===== src/rtl/seq_det_pkg.sv =====
// seq_det_pkg: shared constants and helpers for the serial pattern detector
package seq_det_pkg;
  localparam int DEF_CNT_W = 8;
  localparam bit PAT_MSB_OLDEST = 1'b1;
  function automatic int clog2(input int v);
    int r;
    r = 0;
    while ((1 << r) < v) r++;
    return r;
  endfunction
endpackage


===== src/rtl/seq_det_if.sv =====
// seq_det_if: serial input, pattern control and status bundle of seq_det_n
interface seq_det_if import seq_det_pkg::*; #(
  parameter int N = 2,
  parameter int CNT_W = DEF_CNT_W
);
  logic x, x_valid, overlap, pat_load, cnt_clr;
  logic [N-1:0] pat_in;
  logic det, det_q;
  logic [CNT_W-1:0] match_cnt;
  logic [N-1:0] pat;
  modport master (output x, x_valid, overlap, pat_load, pat_in, cnt_clr, input det, det_q, match_cnt, pat);
  modport slave (input x, x_valid, overlap, pat_load, pat_in, cnt_clr, output det, det_q, match_cnt, pat);
endinterface


===== src/rtl/seq_det_sat_cnt.sv =====
// sat_cnt: saturating up-counter; clear together with increment yields 1
module sat_cnt #(
  parameter int W = 8
) (
  input  logic         clk,
  input  logic         rst,
  input  logic         inc,
  input  logic         clr,
  output logic [W-1:0] cnt
);
  logic [W-1:0] cnt_q, cnt_d;
  always_comb
    cnt_d = clr ? {{(W-1){1'b0}}, inc} : (inc && cnt_q != '1) ? cnt_q + 1'b1 : cnt_q;
  always_ff @(posedge clk)
    if (rst) cnt_q <= '0;
    else cnt_q <= cnt_d;
  assign cnt = cnt_q;
endmodule


===== src/rtl/seq_det_n.sv =====
// seq_det_n: runtime-loadable N-bit serial pattern detector with Mealy and registered match
module seq_det_n import seq_det_pkg::*; #(
  parameter int N = 2,
  parameter logic [N-1:0] PAT_RST = {N{1'b1}},
  parameter int CNT_W = DEF_CNT_W
) (
  input logic     clk,
  input logic     rst,
  seq_det_if.slave bus
);
  localparam int FW = clog2(N);
  localparam logic [FW-1:0] FULL = FW'(N - 1);
  if (N < 2) begin : g_bad_n
    $error("seq_det_n: N must be at least 2");
  end
  logic [N-1:0] pat_q, pat_d, win;
  logic [N-2:0] hist_q, hist_d;
  logic [FW-1:0] fill_q, fill_d;
  logic det, det_q, clear;
  always_comb begin
    win = {hist_q, bus.x};
    det = !rst && !bus.pat_load && bus.x_valid && fill_q == FULL && win == pat_q;
    // a non-overlapping match restarts the search from an empty history
    clear = bus.pat_load || (det && !bus.overlap);
    pat_d = bus.pat_load ? bus.pat_in : pat_q;
    hist_d = clear ? '0 : bus.x_valid ? win[N-2:0] : hist_q;
    fill_d = clear ? '0 : (bus.x_valid && fill_q != FULL) ? fill_q + 1'b1 : fill_q;
  end
  always_ff @(posedge clk)
    if (rst) begin
      pat_q <= PAT_RST;
      hist_q <= '0;
      fill_q <= '0;
      det_q <= 1'b0;
    end else begin
      pat_q <= pat_d;
      hist_q <= hist_d;
      fill_q <= fill_d;
      det_q <= det;
    end
  sat_cnt #(.W(CNT_W)) u_cnt (
    .clk (clk),
    .rst (rst),
    .inc (det),
    .clr (bus.cnt_clr),
    .cnt (bus.match_cnt)
  );
  assign bus.det = det;
  assign bus.det_q = det_q;
  assign bus.pat = pat_q;
endmodule


===== src/flat_wrapper.sv =====
// flat-port wrapper written by rule: the top's interface ports become plain ports
module seq_det_n_flat import seq_det_pkg::*;
#(
  parameter int N = 2,
  parameter logic [N-1:0] PAT_RST = {N{1'b1}},
  parameter int CNT_W = DEF_CNT_W
)
  (clk, rst, bus_x, bus_x_valid, bus_overlap, bus_pat_load, bus_pat_in, bus_cnt_clr, bus_det, bus_det_q, bus_match_cnt, bus_pat);
  seq_det_if #(.N(N), .CNT_W(CNT_W)) bus_i ();
  input logic clk;
  input logic rst;
  input wire logic [$bits(bus_i.x)-1:0] bus_x;
  input wire logic [$bits(bus_i.x_valid)-1:0] bus_x_valid;
  input wire logic [$bits(bus_i.overlap)-1:0] bus_overlap;
  input wire logic [$bits(bus_i.pat_load)-1:0] bus_pat_load;
  input wire logic [$bits(bus_i.pat_in)-1:0] bus_pat_in;
  input wire logic [$bits(bus_i.cnt_clr)-1:0] bus_cnt_clr;
  output wire logic [$bits(bus_i.det)-1:0] bus_det;
  output wire logic [$bits(bus_i.det_q)-1:0] bus_det_q;
  output wire logic [$bits(bus_i.match_cnt)-1:0] bus_match_cnt;
  output wire logic [$bits(bus_i.pat)-1:0] bus_pat;
  assign bus_i.x = bus_x;
  assign bus_i.x_valid = bus_x_valid;
  assign bus_i.overlap = bus_overlap;
  assign bus_i.pat_load = bus_pat_load;
  assign bus_i.pat_in = bus_pat_in;
  assign bus_i.cnt_clr = bus_cnt_clr;
  assign bus_det = bus_i.det;
  assign bus_det_q = bus_i.det_q;
  assign bus_match_cnt = bus_i.match_cnt;
  assign bus_pat = bus_i.pat;
  seq_det_n #(.N(N), .PAT_RST(PAT_RST), .CNT_W(CNT_W)) u_core (.clk(clk), .rst(rst), .bus(bus_i));
endmodule

===== config.mk =====
export PLATFORM = sky130hd
export DESIGN_NAME = seq_det_n_flat
export DESIGN_NICKNAME = d
export VERILOG_FILES = /design/src/rtl/seq_det_pkg.sv /design/src/rtl/seq_det_if.sv /design/src/rtl/seq_det_sat_cnt.sv /design/src/rtl/seq_det_n.sv /design/src/flat_wrapper.sv
export SDC_FILE = /design/constraint.sdc
export NUM_CORES = 1
export LEC_CHECK = 0
export ABC_AREA = 1
export BUFFER_PORTS_ARGS = -buffer_cell sky130_fd_sc_hd__buf_2
export CORE_UTILIZATION = 40
export CTS_CLUSTER_DIAMETER = 80
export DETAILED_ROUTE_END_ITERATION = 6
export GPL_ROUTABILITY_DRIVEN = 0
export GPL_TIMING_DRIVEN = 0
export PLACE_DENSITY = 0.64
export SLEW_MARGIN = 5
export SYNTH_ARGS = -nofsm -noshare
export SYNTH_HDL_FRONTEND = slang
export SYNTH_HIERARCHICAL = 1
export SYNTH_SLANG_ARGS = --single-unit

===== constraint.sdc =====
create_clock -name clk -period 2.6 [get_ports clk]
set_input_delay 0.13 -clock clk [delete_from_list [all_inputs] [get_ports clk]]
set_output_delay 0.13 -clock clk [all_outputs]
set_load 0.02 [all_outputs]

==> report_table.html, run 1 <==
<table>
<tr><th>Metric</th><th>Value</th></tr>
<tr><th colspan="2">Status</th></tr>
<tr><td>Status</td><td>finished, violations left</td></tr>
<tr><td>Violated checks</td><td>design-rule violations</td></tr>
<tr><th colspan="2">Power and ir drop</th></tr>
<tr><td>Peak supply drop</td><td>301 µV</td></tr>
<tr><td>Overall Power</td><td>364 µW</td></tr>
<tr><td>Leak Pwr</td><td>0.000431 µW</td></tr>
<tr><td>Power per standard cell area</td><td>417 mW/mm²</td></tr>
<tr><th colspan="2">Clocking</th></tr>
<tr><td>Number of H-tree branching levels</td><td>1</td></tr>
<tr><td>Clock buffers created by TritonCTS</td><td>3</td></tr>
<tr><td>Post-CTS setup buffer count</td><td>0</td></tr>
<tr><td>Clock latency reported for the late side of the worst-skew pair</td><td>270 ps</td></tr>
<tr><td>Clock slew seen by the registers of the worst setup and hold paths</td><td>90 ps</td></tr>
<tr><td>Post-CTS Hold Buffers</td><td>0</td></tr>
<tr><td>Clock sink total</td><td>13</td></tr>
<tr><td>Root buffer selected by CTS</td><td>sky130_fd_sc_hd__clkbuf_4</td></tr>
<tr><td>Number of instances resized during post-cts repair</td><td>0</td></tr>
<tr><td>TritonCTS clock tree</td><td>done</td></tr>
<tr><td>Buffers from clock root to sink, at most</td><td>2</td></tr>
<tr><th colspan="2">STA</th></tr>
<tr><td>Part of the cycle the worst path needs</td><td>61.1%</td></tr>
<tr><td>Endpoints failing setup</td><td>0</td></tr>
<tr><td>Achievable Freq</td><td>0.630 GHz</td></tr>
<tr><td>Post-layout min period</td><td>1590 ps</td></tr>
<tr><td>Unrepaired setup endpoints after global routing</td><td>no</td></tr>
<tr><td>Final hold viol count</td><td>0</td></tr>
<tr><td>Headroom to the max-slew limit</td><td>73.5%</td></tr>
<tr><td>Number of slew-limit violations in the final report</td><td>0</td></tr>
<tr><td>Setup TNS Final</td><td>0 ps</td></tr>
<tr><td>Worst Clk Skew</td><td>0.794 ps</td></tr>
<tr><td>Slew at the pin with the worst max-slew slack</td><td>394 ps</td></tr>
<tr><td>Final hold slack</td><td>73.2 ps</td></tr>
<tr><th colspan="2">Synthesis</th></tr>
<tr><td>Seq cells post-synth</td><td>13</td></tr>
<tr><td>Average cell area after synthesis</td><td>6.62 µm²</td></tr>
<tr><td>Post-synthesis sequential area ratio</td><td>36.4%</td></tr>
<tr><td>Number of different library cells in the post-synthesis netlist</td><td>18</td></tr>
<tr><td>Syn Nets</td><td>118</td></tr>
<tr><td>Count of synthesis-stage warnings from yosys</td><td>6</td></tr>
<tr><td>Cell area after synthesis</td><td>714 µm²</td></tr>
<tr><td>Gate count after technology mapping</td><td>108</td></tr>
<tr><th colspan="2">Floorplanning</th></tr>
<tr><td>Starting density of the core</td><td>44.8%</td></tr>
<tr><td>Floorplan core area</td><td>0.00159 mm²</td></tr>
<tr><td>Area of the die</td><td>0.00196 mm²</td></tr>
<tr><td>Number of primary I/O pins</td><td>21</td></tr>
<tr><td>Standard-cell row count</td><td>14</td></tr>
<tr><td>Die height</td><td>44.3 µm</td></tr>
<tr><td>Width of the die</td><td>44.3 µm</td></tr>
<tr><th colspan="2">Min path</th></tr>
<tr><td>Type of the most critical hold path</td><td>input pin to flop</td></tr>
<tr><td>Number of instances on the worst hold path</td><td>3</td></tr>
<tr><td>Worst min-delay path startpoint</td><td>bus_pat_in[0]</td></tr>
<tr><td>Hold path endpoint</td><td>u_core/bus.pat[0]</td></tr>
<tr><th colspan="2">Setup path</th></tr>
<tr><td>Ordered cell list for the critical path</td><td>inv_1, nand2_1, nand2_2, nor4_1, buf_2, nand3_1, nand2_1, nand2_1, nor2_1</td></tr>
<tr><td>Startpoint kind of the worst setup timing path</td><td>flop</td></tr>
<tr><td>Data required time of the critical path</td><td>2820 ps</td></tr>
<tr><td>Dominant cell type by count on the critical path</td><td>sky130_fd_sc_hd__nand2_1</td></tr>
<tr><td>Critical register-to-register path endpoint</td><td>u_core/u_cnt/cnt[6]</td></tr>
<tr><td>Largest driver fanout on the critical path</td><td>10</td></tr>
<tr><td>Startpoint of the lowest-slack register-to-register path</td><td>u_core/bus.pat[0]</td></tr>
<tr><td>Crit path arrival time</td><td>1800 ps</td></tr>
<tr><td>Internal reg-to-reg setup slack</td><td>1010 ps</td></tr>
<tr><td>Critical Path Slowest Stage Cell</td><td>sky130_fd_sc_hd__nor4_1</td></tr>
<tr><td>Element type at the critical path end</td><td>flop</td></tr>
<tr><td>Crit Path Class</td><td>flop to flop</td></tr>
<tr><td>Cells on worst reg2reg path</td><td>9</td></tr>
<tr><td>CP max stage delay</td><td>360 ps</td></tr>
<tr><th colspan="2">Finish</th></tr>
<tr><td>Area growth syn-to-layout</td><td>22.1%</td></tr>
<tr><td>Final net count</td><td>143</td></tr>
<tr><td>Leading cell type in the layout, fill and taps excluded</td><td>sky130_fd_sc_hd__nand2_1</td></tr>
<tr><td>FILL cells</td><td>157</td></tr>
<tr><td>Final antenna diode count</td><td>0</td></tr>
<tr><td>End-of-flow core utilization</td><td>54.7%</td></tr>
<tr><td>Most frequent cells in the layout</td><td>sky130_fd_sc_hd__nand2_1, sky130_fd_sc_hd__buf_2, sky130_fd_sc_hd__nor2_1</td></tr>
<tr><td>Layout cell share with drive strength beyond 1</td><td>25.0%</td></tr>
<tr><td>Count of non-filler cells in the finished layout</td><td>156</td></tr>
<tr><th colspan="2">Route</th></tr>
<tr><td>Number of search-and-repair iterations in the first detailed-routing pass</td><td>6</td></tr>
<tr><td>Drt drc</td><td>2</td></tr>
<tr><td>Vias/cell</td><td>4.59</td></tr>
<tr><td>Detailed-route via count</td><td>716</td></tr>
<tr><td>Total length of routed wires</td><td>1450 µm</td></tr>
<tr><td>Drt wl/cell</td><td>9.31 µm</td></tr>
<tr><td>Number of DRC violations after detailed-routing iteration 0</td><td>30</td></tr>
<tr><td>Count of antenna-violating nets left after detailed routing</td><td>0</td></tr>
<tr><th colspan="2">Placement</th></tr>
<tr><td>Post-Place Cells</td><td>152</td></tr>
<tr><td>Count of input and output buffers</td><td>20</td></tr>
<tr><td>Estimated wirelength of the detail-placed design</td><td>1130 µm</td></tr>
<tr><th colspan="2">Flow run</th></tr>
<tr><td>Max-cap viol count</td><td>0</td></tr>
<tr><th colspan="2">Global route</th></tr>
<tr><td>Via count of the first global-routing pass</td><td>596</td></tr>
<tr><td>Remaining Overflow, GRT</td><td>0</td></tr>
<tr><td>Aggregate global-route resource usage</td><td>17.3%</td></tr>
<tr><td>Global-route wire length before repair</td><td>2490 µm</td></tr>
<tr><td>Initial antenna violation count</td><td>0</td></tr>
<tr><td>Pin count of the biggest net entering global routing</td><td>11</td></tr>
</table>
## where the power goes
group	switching (µW)	leakage [µW]	internal [µW]	total (µW)
clock network	70.7	0.0000177	56.9	128
registers	1.87	0.000106	202	204
logic	19.7	0.000308	12.1	31.8
total	92.3	0.000431	271	364
## synthesized netlist by cell type (all sizes together)
master / instances / area (µm²)
a21oi: 8 / 40.0
buf: 1 / 5.00
dfxtp: 13 / 260
ha: 1 / 12.5
inv: 16 / 60.1
nand2: 27 / 124
nand3: 9 / 45.0
nand3b: 1 / 7.51
nand4: 2 / 12.5
nor2: 23 / 104
nor3b: 1 / 7.51
nor4: 2 / 12.5
o21ai: 3 / 15.0
xor2: 1 / 8.76
## layer usage
metal | vias to the layer above | wire length, µm | global-route usage (%)
met2 | 21 | 594 | 24.7
met4 | 0 | 13 | 7.27
li1 | 392 | - | -
met1 | 301 | 774 | 24.9
met3 | 2 | 71 | 3.67
met5 | - | 0 | 0
## kinds of logic after synthesis
group                    synth area share [%]
AND/OR/NAND/NOR                          43.8
buffers and inverters                    9.11
flip-flops                               36.4
AO/OA/AOI/OAI                            7.71
XOR/XNOR                                 1.23
adder cells (fa/ha/maj)                  1.75
## registers in the layout (all words and copies together) (netlist names)
| signal | count |
|---|---|
| u_core/bus.det_q | 1 |
| u_core/bus.pat | 2 |
| u_core/fill_q | 1 |
| u_core/hist_q | 1 |
| u_core/u_cnt/cnt | 8 |
## worst max-delay path by stage
| stage | from | endpoint | depth (start not counted) |
|---|---|---|---|
| after floorplan | u_core/bus.pat[0] | u_core/u_cnt/cnt[6] | 8 |
| after global placement | u_core/bus.pat[0] | u_core/u_cnt/cnt[6] | 9 |
| after detailed placement | u_core/bus.pat[0] | u_core/u_cnt/cnt[6] | 9 |
| after CTS | u_core/bus.pat[0] | u_core/u_cnt/cnt[6] | 9 |
| after global routing | u_core/bus.pat[0] | u_core/u_cnt/cnt[7] | 9 |
| final | u_core/bus.pat[0] | u_core/u_cnt/cnt[6] | 9 |
## per-stage QoR
step                      area (µm²)  setup WS [ps]
after floorplan                  714            488
after global placement           845           1020
after detailed placement         845           1010
after CTS                        872            994
after global routing             872            850
final                            872           1010
## critical path: cells and delay by family (launching register included)
| kind | cells | cell delay, ps |
|---|---|---|
| buffers and inverters | 2 | 370 |
| and+or+nand+nor | 7 | 820 |
| DFF | 1 | 330 |
## layout make-up
| cell class | instances | area (µm²) | share of cell area (%) |
|---|---|---|---|
| inverter | 16 | 60.1 | 6.89 |
| clock inverter | 1 | 5.00 | 0.574 |
| clock buffer | 3 | 22.5 | 2.58 |
| tap | 24 | 30.0 | 3.44 |
| sequential | 13 | 260 | 29.8 |
| buffer | 1 | 5.00 | 0.574 |
| multi-input combinational | 78 | 389 | 44.6 |
| timing repair buffer | 20 | 100 | 11.5 |
(Power assumes the default switching activity.)
==> inputs of run 2 (changes only) <==
- clock period: 2.6 -> 1.6 ns (I/O delays scaled with it)
==> report_table.html, run 2 (synthesis gave the netlist of run 1 again) <==
<table>
<tr><th>Metric</th><th>Value</th></tr>
<tr><th colspan="2">Global route</th></tr>
<tr><td>Remaining Overflow, GRT</td><td>0</td></tr>
<tr><td>Initial antenna violation count</td><td>0</td></tr>
<tr><td>Via count of the first global-routing pass</td><td>603</td></tr>
<tr><td>Pin count of the biggest net entering global routing</td><td>11</td></tr>
<tr><td>Aggregate global-route resource usage</td><td>17.4%</td></tr>
<tr><td>Global-route wire length before repair</td><td>2480 µm</td></tr>
<tr><th colspan="2">Setup path</th></tr>
<tr><td>Startpoint kind of the worst setup timing path</td><td>flop</td></tr>
<tr><td>Worst setup startpoint</td><td>u_core/bus.pat[0]</td></tr>
<tr><td>Cells on worst reg2reg path</td><td>8</td></tr>
<tr><td>Element type at the critical path end</td><td>flop</td></tr>
<tr><td>Startpoint of the lowest-slack register-to-register path</td><td>u_core/bus.pat[0]</td></tr>
<tr><td>Crit path arrival time</td><td>1640 ps</td></tr>
<tr><td>Crit Path Class</td><td>flop to flop</td></tr>
<tr><td>Largest driver fanout on the critical path</td><td>10</td></tr>
<tr><td>Data required time of the critical path</td><td>1830 ps</td></tr>
<tr><td>Critical register-to-register path endpoint</td><td>u_core/u_cnt/cnt[6]</td></tr>
<tr><td>Internal reg-to-reg setup slack</td><td>180 ps</td></tr>
<tr><th colspan="2">Route</th></tr>
<tr><td>Drt drc</td><td>0</td></tr>
<tr><td>Number of DRC violations after detailed-routing iteration 0</td><td>15</td></tr>
<tr><td>Vias/cell</td><td>4.59</td></tr>
<tr><td>Count of antenna-violating nets left after detailed routing</td><td>0</td></tr>
<tr><td>Total length of routed wires</td><td>1530 µm</td></tr>
<tr><td>Drt wl/cell</td><td>9.77 µm</td></tr>
<tr><td>Number of search-and-repair iterations in the first detailed-routing pass</td><td>4</td></tr>
<tr><td>Detailed-route via count</td><td>721</td></tr>
<tr><th colspan="2">STA</th></tr>
<tr><td>Endpoints failing setup</td><td>0</td></tr>
<tr><td>Setup TNS Final</td><td>0 ps</td></tr>
<tr><td>Post-layout min period</td><td>1420 ps</td></tr>
<tr><td>Achievable Freq</td><td>0.707 GHz</td></tr>
<tr><td>Final hold viol count</td><td>0</td></tr>
<tr><td>Minimum setup slack in the final design</td><td>185 ps</td></tr>
<tr><td>Number of slew-limit violations in the final report</td><td>0</td></tr>
<tr><td>Part of the cycle the worst path needs</td><td>88.5%</td></tr>
<tr><td>Headroom to the max-slew limit</td><td>77.1%</td></tr>
<tr><td>Worst Clk Skew</td><td>3.52 ps</td></tr>
<tr><td>Slew at the pin with the worst max-slew slack</td><td>342 ps</td></tr>
<tr><td>Unrepaired setup endpoints after global routing</td><td>no</td></tr>
<tr><th colspan="2">Floorplanning</th></tr>
<tr><td>Floorplan core area</td><td>0.00159 mm²</td></tr>
<tr><td>Area of the die</td><td>0.00196 mm²</td></tr>
<tr><td>Standard-cell row count</td><td>14</td></tr>
<tr><td>Starting density of the core</td><td>44.8%</td></tr>
<tr><td>Width of the die</td><td>44.3 µm</td></tr>
<tr><td>Die height</td><td>44.3 µm</td></tr>
<tr><td>Number of primary I/O pins</td><td>21</td></tr>
<tr><th colspan="2">Clocking</th></tr>
<tr><td>Number of H-tree branching levels</td><td>1</td></tr>
<tr><td>Buffers from clock root to sink, at most</td><td>2</td></tr>
<tr><td>Clock sink total</td><td>13</td></tr>
<tr><td>TritonCTS clock tree</td><td>done</td></tr>
<tr><td>Clock buffers created by TritonCTS</td><td>3</td></tr>
<tr><td>Clock latency reported for the late side of the worst-skew pair</td><td>280 ps</td></tr>
<tr><td>Root buffer selected by CTS</td><td>sky130_fd_sc_hd__clkbuf_4</td></tr>
<tr><td>Clock slew seen by the registers of the worst setup and hold paths</td><td>90 ps</td></tr>
<tr><th colspan="2">Placement</th></tr>
<tr><td>Placement-stage worst setup slack</td><td>181 ps</td></tr>
<tr><td>Estimated wirelength of the detail-placed design</td><td>1150 µm</td></tr>
<tr><td>Placed cell area</td><td>863 µm²</td></tr>
<tr><td>Count of input and output buffers</td><td>20</td></tr>
<tr><th colspan="2">Finish</th></tr>
<tr><td>Layout cell share with drive strength beyond 1</td><td>26.3%</td></tr>
<tr><td>Post-route cell area</td><td>901 µm²</td></tr>
<tr><td>End-of-flow core utilization</td><td>56.5%</td></tr>
<tr><td>Max reg flops</td><td>8</td></tr>
<tr><td>Most frequent cells in the layout</td><td>sky130_fd_sc_hd__nand2_1, sky130_fd_sc_hd__buf_2, sky130_fd_sc_hd__nor2_1</td></tr>
<tr><td>Area growth syn-to-layout</td><td>26.1%</td></tr>
<tr><td>Leading cell type in the layout, fill and taps excluded</td><td>sky130_fd_sc_hd__nand2_1</td></tr>
<tr><td>Final net count</td><td>144</td></tr>
<tr><td>Final antenna diode count</td><td>0</td></tr>
<tr><th colspan="2">Power and ir drop</th></tr>
<tr><td>Leak Pwr</td><td>0.000439 µW</td></tr>
<tr><td>Power per standard cell area</td><td>664 mW/mm²</td></tr>
<tr><td>Peak supply drop</td><td>467 µV</td></tr>
<tr><th colspan="2">Min path</th></tr>
<tr><td>Number of instances on the worst hold path</td><td>2</td></tr>
<tr><td>Type of the most critical hold path</td><td>input pin to flop</td></tr>
<tr><td>Worst min-delay path startpoint</td><td>bus_pat_load</td></tr>
<tr><td>Hold path endpoint</td><td>u_core/bus.pat[0]</td></tr>
<tr><th colspan="2">Flow run</th></tr>
<tr><td>Max-cap viol count</td><td>0</td></tr>
<tr><th colspan="2">Status</th></tr>
<tr><td>Status</td><td>finished clean</td></tr>
</table>
run 2: changes by cell type in the layout (fill, tap and decap cells not counted), sizes merged:
cell,change
dlygate4sd3,+1
run 2: worst max-delay path: stages, from the launching register on:
cell,delay [ps]
sky130_fd_sc_hd__dfxtp_1,320
sky130_fd_sc_hd__inv_1,100
sky130_fd_sc_hd__nor2_1,100
sky130_fd_sc_hd__nor4_4,310
sky130_fd_sc_hd__buf_4,230
sky130_fd_sc_hd__nand3_1,110
sky130_fd_sc_hd__nand2_1,70
sky130_fd_sc_hd__nand2_1,40
sky130_fd_sc_hd__nor2_1,80
run 2: layout make-up:
| type | count | area [µm²] |
|---|---|---|
| multi-input cells | 78 | 404 |
| fillers | 171 | 693 |
| flip-flops and latches | 13 | 262 |
| inverters | 16 | 60.1 |
| clock buffers | 3 | 22.5 |
| repair buffers | 21 | 110 |
| plain buffers | 1 | 7.51 |
| clock inverters | 1 | 5.00 |
| well taps | 24 | 30.0 |
run 2: through the flow:
stage               hold slack, ps  power, µW  cells
global placement               295        394    152
floorplan                      180        372    108
global route                  30.6        634    157
CTS                           1.45        609    157
detailed placement             305        395    152
finish                        34.7        598    157
run 2: metal layers:
layer	GRT usage [%]	part of all wire (%)
met5	0	0
met2	28.2	48
met1	20.8	47
met3	7.35	4.7
met4	5.45	0.65
run 2: worst max path at each step:
stage	endpoint	slack, ps	cells after the start
floorplan	u_core/u_cnt/cnt[6]	50	7
global placement	u_core/u_cnt/cnt[6]	200	8
detailed placement	u_core/u_cnt/cnt[6]	180	8
CTS	u_core/u_cnt/cnt[6]	150	8
global route	u_core/u_cnt/cnt[6]	60	8
finish	u_core/u_cnt/cnt[6]	180	8
run 2: power breakdown:
part           total [µW]  leakage, µW  switching [µW]  internal, µW
Combinational        56.9     0.000316            35.4          21.5
Sequential            332     0.000105            3.06           329
Clock                 209    0.0000177             116          92.8
Total                 598     0.000439             155           443
run 2: repair_timing:
action                    in CTS  in global routing
hold endpoints to repair       1                  0
setup buffers                  0                  0
resized for setup              0                  0
hold buffers                   1                  0
